### config.mk
export PLATFORM = sky130hd
export DESIGN_NAME = fetch_unit
export DESIGN_NICKNAME = d
export VERILOG_FILES = /design/src/rtl/fetch_pkg.sv /design/src/rtl/fetch_buf.sv /design/src/rtl/fetch_unit.sv
export SDC_FILE = /design/constraint.sdc
export NUM_CORES = 1
export LEC_CHECK = 0
export BUFFER_PORTS_ARGS = -buffer_cell sky130_fd_sc_hd__buf_4
export CORE_MARGIN = 4
export CORE_UTILIZATION = 34
export DETAILED_ROUTE_END_ITERATION = 6
export PLACE_DENSITY_LB_ADDON = 0.15
export RECOVER_POWER = 100
export SKIP_LAST_GASP = 1
export SLEW_MARGIN = 20
export SYNTH_ARGS = -nofsm -noshare
export SYNTH_HDL_FRONTEND = slang
export SYNTH_HIERARCHICAL = 1
export SYNTH_SLANG_ARGS = --single-unit
### constraint.sdc
create_clock -name clk -period 8.6 [get_ports clk]
set_input_delay 0 -clock clk [delete_from_list [all_inputs] [get_ports clk]]
set_output_delay 0 -clock clk [all_outputs]
set_load 0.02 [all_outputs]
### src/rtl/fetch_pkg.sv
// Shared types and constants for the instruction-fetch stage.
package fetch_pkg;

    localparam logic [31:0] PC_INC = 32'd4;
    localparam logic [31:0] NOP    = 32'h0000_0000;

    typedef enum logic [1:0] {
        IDLE  = 2'd0,
        REQ   = 2'd1,
        DRAIN = 2'd2
    } fetch_state_e;

    typedef struct packed {
        logic [31:0] instr;
        logic [31:0] npc;
    } fetch_entry_t;

    localparam fetch_entry_t EMPTY_ENTRY = '{instr: NOP, npc: NOP};

    function automatic logic [31:0] align_pc(input logic [31:0] pc);
        return pc & 32'hFFFF_FFFC;
    endfunction

endpackage

### src/rtl/fetch_buf.sv
// Prefetch FIFO of {instr, npc} entries; clear dominates push and pop.
// The head is presented combinationally and reads as all-zero when empty.
module fetch_buf
    import fetch_pkg::*;
#(
    parameter int DEPTH = 2
) (
    input  logic                   clk,
    input  logic                   rst,
    input  logic                   clear,
    input  logic                   push,
    input  fetch_entry_t           push_data,
    input  logic                   pop,
    output logic [$clog2(DEPTH):0] count,
    output logic                   head_valid,
    output fetch_entry_t           head_data
);

    localparam int AW = $clog2(DEPTH);
    localparam int CW = AW + 1;

    fetch_entry_t   r_mem [DEPTH];
    logic [AW-1:0]  r_rd;
    logic [AW-1:0]  r_wr;
    logic [CW-1:0]  r_count;
    logic           w_pop;

    assign w_pop = pop && (r_count != {CW{1'b0}});

    // Pointer and occupancy bookkeeping.
    always_ff @(posedge clk) begin
        if (rst || clear) begin
            r_rd    <= {AW{1'b0}};
            r_wr    <= {AW{1'b0}};
            r_count <= {CW{1'b0}};
        end else begin
            if (push) begin
                r_wr <= r_wr + AW'(1);
            end
            if (w_pop) begin
                r_rd <= r_rd + AW'(1);
            end
            r_count <= r_count + CW'(push) - CW'(w_pop);
        end
    end

    // Entry storage; data needs no reset because the head is masked when empty.
    always_ff @(posedge clk) begin
        if (push && !clear) begin
            r_mem[r_wr] <= push_data;
        end
    end

    // Head view.
    always_comb begin
        count      = r_count;
        head_valid = (r_count != {CW{1'b0}});
        if (head_valid) begin
            head_data = r_mem[r_rd];
        end else begin
            head_data = EMPTY_ENTRY;
        end
    end

endmodule

### src/rtl/fetch_unit.sv
// Instruction-fetch stage: PC, single-outstanding request FSM and prefetch FIFO.
// Optional performance counters are enabled with FETCH_PERF_CNT_EN.
module fetch_unit
    import fetch_pkg::*;
#(
    parameter int          DEPTH    = 2,
    parameter logic [31:0] RESET_PC = 32'h0000_0000
) (
    input  logic        clk,
    input  logic        rst,
    output logic        imem_req,
    output logic [31:0] imem_addr,
    input  logic        imem_ack,
    input  logic [31:0] imem_rdata,
    input  logic        redirect,
    input  logic [31:0] redirect_pc,
    input  logic        stall,
    output logic        out_valid,
    output logic [31:0] out_instr,
    output logic [31:0] out_npc
`ifdef FETCH_PERF_CNT_EN
    ,
    output logic [31:0] perf_fetch_cnt,
    output logic [31:0] perf_stall_cnt
`endif
);

    localparam int            CW   = $clog2(DEPTH) + 1;
    localparam logic [CW-1:0] FULL = CW'(DEPTH);

    fetch_state_e  r_state;
    fetch_state_e  w_state_nxt;
    logic [31:0]   r_pc;
    logic [31:0]   w_pc_nxt;
    logic [31:0]   r_addr;
    logic          r_req;
    logic          w_push;
    logic          w_pop;
    logic [CW-1:0] w_count;
    logic [CW-1:0] w_count_nxt;
    fetch_entry_t  w_push_data;
    fetch_entry_t  w_head;
    logic          w_head_valid;

    assign w_push      = (r_state == REQ) && imem_ack && !redirect;
    assign w_pop       = w_head_valid && !stall && !redirect;
    assign w_count_nxt = w_count + CW'(w_push) - CW'(w_pop);

    // Entry pushed on a good ack.
    always_comb begin
        w_push_data.instr = imem_rdata;
        w_push_data.npc   = r_pc + PC_INC;
    end

    fetch_buf #(
        .DEPTH(DEPTH)
    ) u_buf (
        .clk       (clk),
        .rst       (rst),
        .clear     (redirect),
        .push      (w_push),
        .push_data (w_push_data),
        .pop       (w_pop),
        .count     (w_count),
        .head_valid(w_head_valid),
        .head_data (w_head)
    );

    // Next-state and next-PC; redirect outranks an ack in the same cycle.
    always_comb begin
        w_state_nxt = r_state;
        w_pc_nxt    = r_pc;
        case (r_state)
            IDLE: begin
                if (redirect) begin
                    w_state_nxt = REQ;
                    w_pc_nxt    = align_pc(redirect_pc);
                end else if (w_count < FULL) begin
                    w_state_nxt = REQ;
                end else begin
                    w_state_nxt = IDLE;
                end
            end
            REQ: begin
                if (redirect) begin
                    w_pc_nxt    = align_pc(redirect_pc);
                    w_state_nxt = imem_ack ? REQ : DRAIN;
                end else if (imem_ack) begin
                    w_pc_nxt    = r_pc + PC_INC;
                    w_state_nxt = (w_count_nxt < FULL) ? REQ : IDLE;
                end else begin
                    w_state_nxt = REQ;
                end
            end
            DRAIN: begin
                if (redirect) begin
                    w_pc_nxt = align_pc(redirect_pc);
                end else begin
                    w_pc_nxt = r_pc;
                end
                w_state_nxt = imem_ack ? REQ : DRAIN;
            end
            default: begin
                w_state_nxt = IDLE;
                w_pc_nxt    = r_pc;
            end
        endcase
    end

    // State, PC and request registers; DRAIN keeps the stale address on the bus.
    always_ff @(posedge clk) begin
        if (rst) begin
            r_state <= IDLE;
            r_pc    <= RESET_PC;
            r_addr  <= RESET_PC;
            r_req   <= 1'b0;
        end else begin
            r_state <= w_state_nxt;
            r_pc    <= w_pc_nxt;
            r_req   <= (w_state_nxt != IDLE);
            if (w_state_nxt != DRAIN) begin
                r_addr <= w_pc_nxt;
            end
        end
    end

    assign imem_req  = r_req;
    assign imem_addr = r_addr;
    assign out_valid = w_head_valid;
    assign out_instr = w_head.instr;
    assign out_npc   = w_head.npc;

`ifdef FETCH_PERF_CNT_EN
    logic [31:0] r_perf_fetch;
    logic [31:0] r_perf_stall;

    // Fetches accepted into the FIFO and cycles a valid head is held by stall.
    always_ff @(posedge clk) begin
        if (rst) begin
            r_perf_fetch <= 32'd0;
            r_perf_stall <= 32'd0;
        end else begin
            if (w_push) begin
                r_perf_fetch <= r_perf_fetch + 32'd1;
            end
            if (w_head_valid && stall) begin
                r_perf_stall <= r_perf_stall + 32'd1;
            end
        end
    end

    assign perf_fetch_cnt = r_perf_fetch;
    assign perf_stall_cnt = r_perf_stall;
`endif

endmodule

==> results of run 1 <==
==> path summary, 6_finish.rpt <==
path,start,to,slack (ns),cells past startpoint
worst max register to register,u_buf/count[1]$_SDFF_PP0_,imem_req$_SDFF_PP0_,3.58,10
worst max-delay path,u_buf/count[1]$_SDFF_PP0_,imem_req$_SDFF_PP0_,3.58,10
worst min register to register,imem_addr[0]$_SDFFE_PP0P_,imem_addr[0]$_SDFFE_PP0P_,0.46,2
worst min-delay path,redirect_pc[10],r_pc[10]$_SDFF_PP0_,0.02,5
==> state kept, by name, indices dropped and copies added, names as in the netlist, named ones only <==
register / count
r_pc: 32
u_buf/r_mem: 128
r_state: 2
u_buf/r_rd: 1
u_buf/r_wr: 1
imem_req: 1
imem_addr: 32
u_buf/count: 2
==> stage by stage <==
step,area (um^2),worst slack (ns)
after floorplan,9410,2.33
after global placement,10800,5.56
after detailed placement,10800,5.50
after CTS,11900,5.48
after global routing,11400,2.84
final,11400,3.58
==> worst register-to-register path, cell delays in order (launching register included) <==
cell and delay (ns):
dfxtp_1 0.39, nor2_4 0.10, clkbuf_1 2.46, inv_1 0.22, nor3b_1 0.32, ha_1 0.33
xnor3_1 0.41, nand3_1 0.09, o21ai_0 0.10, a211oi_1 0.39, or2_2 0.18
==> cells by family (layout without fill, tap and decap cells) <==
group	Yosys count	in the layout	share of synthesized area, %
buf+inv	78	270	4.72
fa+ha+maj	4	4	0.532
compound gates	148	148	11.1
simple gates	292	292	16.5
xor+xnor	27	27	2.80
flops	200	200	56.1
mux	76	76	8.17
==> cell usage after synthesis, types with 3 or more instances <==
library cell  instances
a2111oi_0             5
a211oi_1             21
a21o_1                3
a21oi_1              29
a221o_1               3
a22oi_1              11
a311oi_1             10
a31oi_1               6
and2_1                4
and3_1                6
and4_1                5
buf_12                6
buf_2                25
buf_4                 3
clkbuf_1             25
dfxtp_1              72
edfxtp_1            128
ha_1                  4
inv_1                15
mux2_2                3
mux2i_1              72
nand2_1              34
nand2b_1             16
nand3_1              13
nand3b_1              5
nand4_1              12
nor2_1              125
nor2_2               15
nor3_1               13
nor3b_1               8
nor4_1                6
nor4b_1               6
o21ai_0              17
o221ai_1              5
o22ai_1               7
o31a_1                4
o31ai_1               3
o41ai_1               5
or2_2                 4
xnor2_1              15
xor2_1               10
==> cell type report <==
type | count | share of cell area, %
flip-flops and latches | 200 | 46.4
multi-input cells | 547 | 31.7
repair buffers | 222 | 12.3
well taps | 372 | 4.08
clock buffers | 18 | 3.77
clock inverters | 14 | 1.20
inverters | 16 | 0.527
==> per-layer routing <==
| layer | up-vias | global-route usage (%) | share of wire (%) |
|---|---|---|---|
| met5 | - | 0 | 0 |
| li1 | 3419 | - | - |
| met2 | 194 | 22.9 | 43 |
| met3 | 21 | 3.31 | 5.1 |
| met1 | 3268 | 23.4 | 50 |
| met4 | 0 | 4.68 | 1.6 |
==> power by group <==
part           internal (W)  total [W]  switching, W  leakage (nW)
Clock              0.000385   0.000768      0.000383         0.268
Sequential          0.00105    0.00108     0.0000290          1.77
Combinational     0.0000881   0.000214      0.000126          1.83
==> what timing repair did <==
| action | 4_1_cts | 5_1_grt |
|---|---|---|
| setup buffers | 0 | 0 |
| endpoints found under the hold margin | 82 | 0 |
| hold buffers | 49 | 0 |
| gates resized for setup | 0 | 0 |
==> flow_summary.ini, run 1 <==
[status]
status = complete, but fails checks
violations = capacitance limit, slew limit

[routing]
dr.pass1.iters = 5
drc = 0
drt_iter0_drc = 570
vias = 6902
vias_per_cell = 4.97
routed_wl_um = 24500
postRouteAntennaNets = 0
wl_per_cell_um = 17.7

[logic_synthesis]
synth_top_cell_by_area = edfxtp_1
synth_cells = 825
ys_warn_count = 6
synth_cell_types = 73
async_flop_share_pct = 0
seq_area_frac_synth_pct = 56.1
synthesis.nets = 898
syn_area_per_cell_um2 = 11.4
synth_top_area_share_pct = 40.8
syn_area_mm2 = 0.00941
synth_top_flop_cell = edfxtp_1
synth.area.top_cells = edfxtp_1 41%, dfxtp_1 15%, mux2i_1 7.7%, nor2_1 5.0%, a211oi_1 1.7%
synth-seq-cells = 200
synth_edf_count = 128

[sta]
grt_setup_unrepaired = false
period_share_pct = 58.4
worst_hold_slack_ns = 0.0240
period_minus_slack_ns = 5.02
max_freq_ghz = 0.199
hold_viol = 0
skew_ns = 0.0178
setup_violations = 0
worst_pin_slew_ns = 3.51
slew_viol_final = 138
timing.setup.tns_ns = 0
slew_headroom_pct = -134

[setup_path]
path_cells = nor2_4 -> clkbuf_1 -> inv_1 -> nor3b_1 -> ha_1 -> xnor3_1 -> nand3_1 -> o21ai_0 -> a211oi_1 -> or2_2
critPathKind = register to register
cpPeakStageDelay_ns = 2.46
cp_slowest_cell = clkbuf_1
crit_fanout = 65
cp_data_required_time_ns = 8.98
start_kind = register
arrival_ns = 5.41
cp_num_buf_inv = 2
crit_family = buffers and inverters
worstSetupEndpointType = register

[cells_and_area]
drive_above_1_share_pct = 13.0
fillerInstances = 2669
finalNonFillerCells = 1389
multi_input_area_mm2 = 0.00361
seq_area_mm2 = 0.00529
final_common_cell = edfxtp_1
utilization_pct = 42.1
nets = 1077
antenna_cells = 0
syn2layout_area_growth_pct = 21.1
final_cell_mix = 128 x edfxtp_1, 124 x nor2_1, 102 x clkbuf_1

[cts]
cts_sinks = 200
cts-root-buf = clkbuf_16
cts_buffers = 17
cts_tree = done
clk_pin_slew_worst_paths_ns = 0.08
cts.path.max_buffers = 2
clock_latency_ns = 0.44
cts_max_level = 4

[placed_design]
numPortBuffers = 164
dp_hpwl_um = 16400
gp_congestion = 0.831
place_inst = 1308

[global_routing]
grt_pass1_wl_um = 37800
grt_overflow = 0
antenna_found_initial = 0
grt_max_degree = 74
grt_pass1_vias = 6595
grtUsageTotal_pct = 15.7

[floorplanning]
dieArea_mm2 = 0.0304
ios = 167
rows = 60
core_area_mm2 = 0.0271
die_height_um = 174
initial_core_util_pct = 34.7
die_w_um = 174

[run]
maxCapViolCount = 4

[power_and_ir_drop]
p_leak_nw = 3.86
vdd_drop_max_uv = 87.9
power.density_mw_per_mm2 = 181
p_total_w = 0.00206

[hold_path]
worstHoldPathType = input pin to register
(Power assumes the default switching activity.)
==> run 2, diff against run 1 <==
==> constraint.sdc (replaced) <==
create_clock -name clk -period 4.1 [get_ports clk]
set_input_delay 0 -clock clk [delete_from_list [all_inputs] [get_ports clk]]
set_output_delay 0 -clock clk [all_outputs]
set_load 0.02 [all_outputs]
==> flow_summary.ini, run 2 (synthesized netlist as in run 1, its figures left out) <==
[status]
status = complete, but fails checks
violations = capacitance limit, slew limit

[cells_and_area]
syn2layout_area_growth_pct = 21.6
final_common_cell = edfxtp_1
utilization_pct = 42.2
drive_above_1_share_pct = 12.5
nets = 1078
final_cell_mix = 128 x edfxtp_1, 125 x nor2_1, 108 x clkbuf_1
antenna_cells = 0
finalNonFillerCells = 1390
largest_register_ffs = 128
fillerInstances = 2681
largest-register = u_buf/r_mem

[setup_path]
r2r-end = imem_addr[21]$_SDFFE_PP0P_
cp-startpoint = r_pc[6]$_SDFF_PP0_
worstSetupEndpoint = imem_addr[21]$_SDFFE_PP0P_
arrival_ns = 3.48
rr_startpoint = r_pc[6]$_SDFF_PP0_
crit_fanout = 9
reg2regPathDepth = 5
worstSetupEndpointType = register
start_kind = register
reg2reg_setup_slack_ns = 0.90
critPathKind = register to register
cp_data_required_time_ns = 4.38

[hold_path]
holdPathStages = 4
worstHoldPathType = input pin to register

[global_routing]
grtUsageTotal_pct = 15.9
grt_use_met2_pct = 23.3
grt_overflow = 0
grt_pass1_wl_um = 38200
top_usage_layer = met1
grt_pass1_vias = 6727
antenna_found_initial = 0
grtUsageMet1_pct = 24.1
grt_max_degree = 74
gr-usage-met3_pct = 3.02

[sta]
skew_ns = 0.0143
grt_setup_unrepaired = false
timing.setup.tns_ns = 0
period_minus_slack_ns = 3.20
worst_pin_slew_ns = 1.68
setup_violations = 0
max_freq_ghz = 0.313
period_share_pct = 78.0
slew_viol_final = 75
hold_viol = 0
slew_headroom_pct = -12.8

[routing]
drt_iter0_drc = 483
vias = 6977
postRouteAntennaNets = 0
drc = 0
wl_per_cell_um = 17.7
routed_wl_um = 24600
dr.pass1.iters = 5
vias_per_cell = 5.02

[cts]
clk_pin_slew_worst_paths_ns = 0.08
cts-root-buf = clkbuf_16
post_cts_buffers = 0
cts_tree = done
clock_latency_ns = 0.43
cts.path.max_buffers = 2
cts_sinks = 200
cts_max_level = 4
cts_buffers = 17

[placed_design]
gp_congestion = 0.822
place_inst = 1310
numPortBuffers = 164
dp_hpwl_um = 16700

[floorplanning]
dieArea_mm2 = 0.0304
rows = 60
die_height_um = 174
die_w_um = 174
initial_core_util_pct = 34.7
core_area_mm2 = 0.0271
ios = 167

[power_and_ir_drop]
p_leak_nw = 3.89
p_total_w = 0.00442
power.density_mw_per_mm2 = 386
vdd_drop_max_uv = 199

[run]
maxCapViolCount = 2
-- run 2: cell types whose count changed in the layout (fill, tap and decap cells not counted), moves of 3 or more --
cell | before | now
inv_8 | 2 | 5
clkbuf_1 | 102 | 108
clkbuf_4 | 31 | 22
inv_6 | 6 | 1
-- run 2: metrics by stage --
step	hold slack (ns)	area (um^2)	setup slack (ns)
6_report	0.0334	11400	0.903
2_1_floorplan	0.0690	9420	0.0983
3_3_place_gp	0.185	10900	1.51
4_1_cts	0.00588	12000	1.45
3_5_place_dp	0.189	10900	1.47
5_1_grt	0.0362	11400	0.658
-- run 2: where the power goes --
part	internal [W]	switching, W	leakage (nW)	total (W)
clock	0.000840	0.000864	0.299	0.00170
sequential	0.00220	0.0000627	1.77	0.00227
combinational	0.000180	0.000267	1.82	0.000447
-- run 2: what timing repair did --
action                    CTS  global route
hold endpoints to repair   81             0
resized for setup           0             0
hold buffers               48             0
-- run 2: layout make-up --
cell class | instances | area, um^2 | share of cell area [%]
Timing Repair Buffer | 223 | 1410 | 12.3
Tap cell | 372 | 465 | 4.07
Multi-Input combinational cell | 547 | 3610 | 31.5
Inverter | 16 | 60.1 | 0.525
Clock buffer | 17 | 425 | 3.72
Clock inverter | 15 | 189 | 1.65
Sequential cell | 200 | 5290 | 46.2
-- run 2: how the worst min path moves through the flow --
stage | startpoint | end | slack (ns)
after global placement | imem_rdata[12] | u_buf/r_mem[0][44]$_DFFE_PP_ | 0.18
after global routing | redirect_pc[5] | r_pc[5]$_SDFF_PP0_ | 0.04
after CTS | redirect_pc[15] | r_pc[15]$_SDFF_PP0_ | 0.006
after detailed placement | imem_rdata[12] | u_buf/r_mem[0][44]$_DFFE_PP_ | 0.19
final | redirect_pc[5] | r_pc[5]$_SDFF_PP0_ | 0.03
after floorplan | rst | u_buf/count[1]$_SDFF_PP0_ | 0.07
-- run 2: worst max-delay path, cell delays in order, from the launching register on --
cell and delay (ns):
dfxtp_1 0.50, nand3_1 0.29, nor4_1 1.39, a31oi_1 0.31
a2111oi_0 0.45, nor4_1 0.11
-- run 2: per-layer routing --
| layer | vias up | wire (um) | part of all wire (%) |
|---|---|---|---|
| met1 | 3312 | 12400 | 50 |
| met4 | 0 | 276 | 1.1 |
| met2 | 219 | 10700 | 43 |
| li1 | 3431 | - | - |
| met5 | - | 0 | 0 |
| met3 | 15 | 1340 | 5.4 |
==> run 3, diff against run 2 <==
==> constraint.sdc (replaced) <==
create_clock -name clk -period 2.75 [get_ports clk]
set_input_delay 0 -clock clk [delete_from_list [all_inputs] [get_ports clk]]
set_output_delay 0 -clock clk [all_outputs]
set_load 0.02 [all_outputs]
==> flow_summary.ini, run 3 (synthesized netlist as in run 1, its figures left out) <==
[hold_path]
worstHoldPathType = input pin to register

[floorplanning]
rows = 60
dieArea_mm2 = 0.0304
core_area_mm2 = 0.0271
ios = 167
initial_core_util_pct = 34.7
die_w_um = 174
die_height_um = 174

[cts]
cts_max_level = 4
cts_buffers = 17
cts-root-buf = clkbuf_16
post_cts_buffers = 0
cts_sinks = 200
cts.hold.buffers_added = 49
cts.repair.resized = 0
cts_tree = done
clk_pin_slew_worst_paths_ns = 0.08
cts.path.max_buffers = 2
clock_latency_ns = 0.44

[cells_and_area]
drive_above_1_share_pct = 14.6
syn2layout_area_growth_pct = 23.4
utilization_pct = 42.9
largest_register_ffs = 128
final_common_cell = edfxtp_1
nets = 1095
antenna_cells = 0
final_cell_mix = 128 x edfxtp_1, 124 x nor2_1, 107 x clkbuf_1
largest-register = u_buf/r_mem

[routing]
vias_per_cell = 5.01
routed_wl_um = 25100
wl_per_cell_um = 17.9
drc = 0
vias = 7049
dr.pass1.iters = 5
postRouteAntennaNets = 0
drt_iter0_drc = 474

[global_routing]
grt_max_degree = 65
antenna_found_initial = 0
grt_pass1_vias = 6816
grt_overflow = 0
grt_pass1_wl_um = 39500
grtUsageTotal_pct = 16.4

[setup_path]
crit_fanout = 9
start_kind = register
crit_family = simple AND/OR/NAND/NOR gates
cp_data_required_time_ns = 3.02
worstSetupEndpointType = register
cp_slowest_cell = nor4_4
critPathKind = register to register
cp_num_buf_inv = 0
arrival_ns = 2.75
path_cells = nand3_1 -> nor4_4 -> a31oi_1 -> nor3_1 -> a211oi_1
cpPeakStageDelay_ns = 0.66

[power_and_ir_drop]
p_leak_nw = 3.99
p_total_w = 0.00651
vdd_drop_max_uv = 263
power.density_mw_per_mm2 = 560

[sta]
slew_headroom_pct = 31.0
worst_pin_slew_ns = 1.04
worst_hold_slack_ns = 0.00637
setup_violations = 0
hold_viol = 0
period_minus_slack_ns = 2.48
timing.setup.tns_ns = 0
max_freq_ghz = 0.403
skew_ns = 0.0167
grt_setup_unrepaired = false
slew_viol_final = 0
period_share_pct = 90.2

[placed_design]
gp_congestion = 0.837
numPortBuffers = 164
dp_hpwl_um = 17400

[status]
status = finished, final reports clean

[run]
maxCapViolCount = 0
-- run 3: final cells by class --
| type | count | area, um^2 |
|---|---|---|
| fill | 2668 | 15500 |
| sequential | 200 | 5290 |
| multi-input combinational | 547 | 3680 |
| timing repair buffer | 240 | 1550 |
| tap | 372 | 465 |
| clock buffer | 17 | 425 |
| clock inverter | 15 | 150 |
| inverter | 16 | 60.1 |
-- run 3: final timing paths --
check	startpoint	endpoint	slack [ns]	cells past startpoint
worst max-delay path	r_pc[6]$_SDFF_PP0_	imem_addr[17]$_SDFFE_PP0P_	0.27	5
worst min-delay path	redirect_pc[6]	r_pc[6]$_SDFF_PP0_	0.006	4
worst max register to register	r_pc[6]$_SDFF_PP0_	imem_addr[17]$_SDFFE_PP0P_	0.27	5
worst min register to register	imem_addr[0]$_SDFFE_PP0P_	imem_addr[0]$_SDFFE_PP0P_	0.45	2
-- run 3: worst register-to-register path: stages, from the launching register on --
cell and delay (ns):
dfxtp_1 0.49, nand3_1 0.33, nor4_4 0.67, a31oi_1 0.17, nor3_1 0.51, a211oi_1 0.15
-- run 3: stage by stage --
step	cell area (um^2)	cells	setup slack [ns]
after floorplan	9430	825	-0.266
final	11600	1407	0.270
after detailed placement	11000	1326	0.437
after global routing	11600	1407	0.101
after global placement	11000	1326	0.482
after CTS	12100	1407	0.418
-- run 3: per-layer routing --
layer | routed length, um | GRT usage [%] | up-vias | part of all wire [%]
met4 | 202 | 3.33 | 0 | 0.80
met3 | 1370 | 3.28 | 15 | 5.4
met1 | 12600 | 24.9 | 3337 | 50
li1 | - | - | 3466 | -
met5 | 0 | 0 | - | 0
met2 | 10900 | 24.3 | 231 | 44
-- run 3: power breakdown --
part           internal (W)  switching (W)
Combinational      0.000285       0.000404
Sequential          0.00329      0.0000922
Clock               0.00121        0.00123
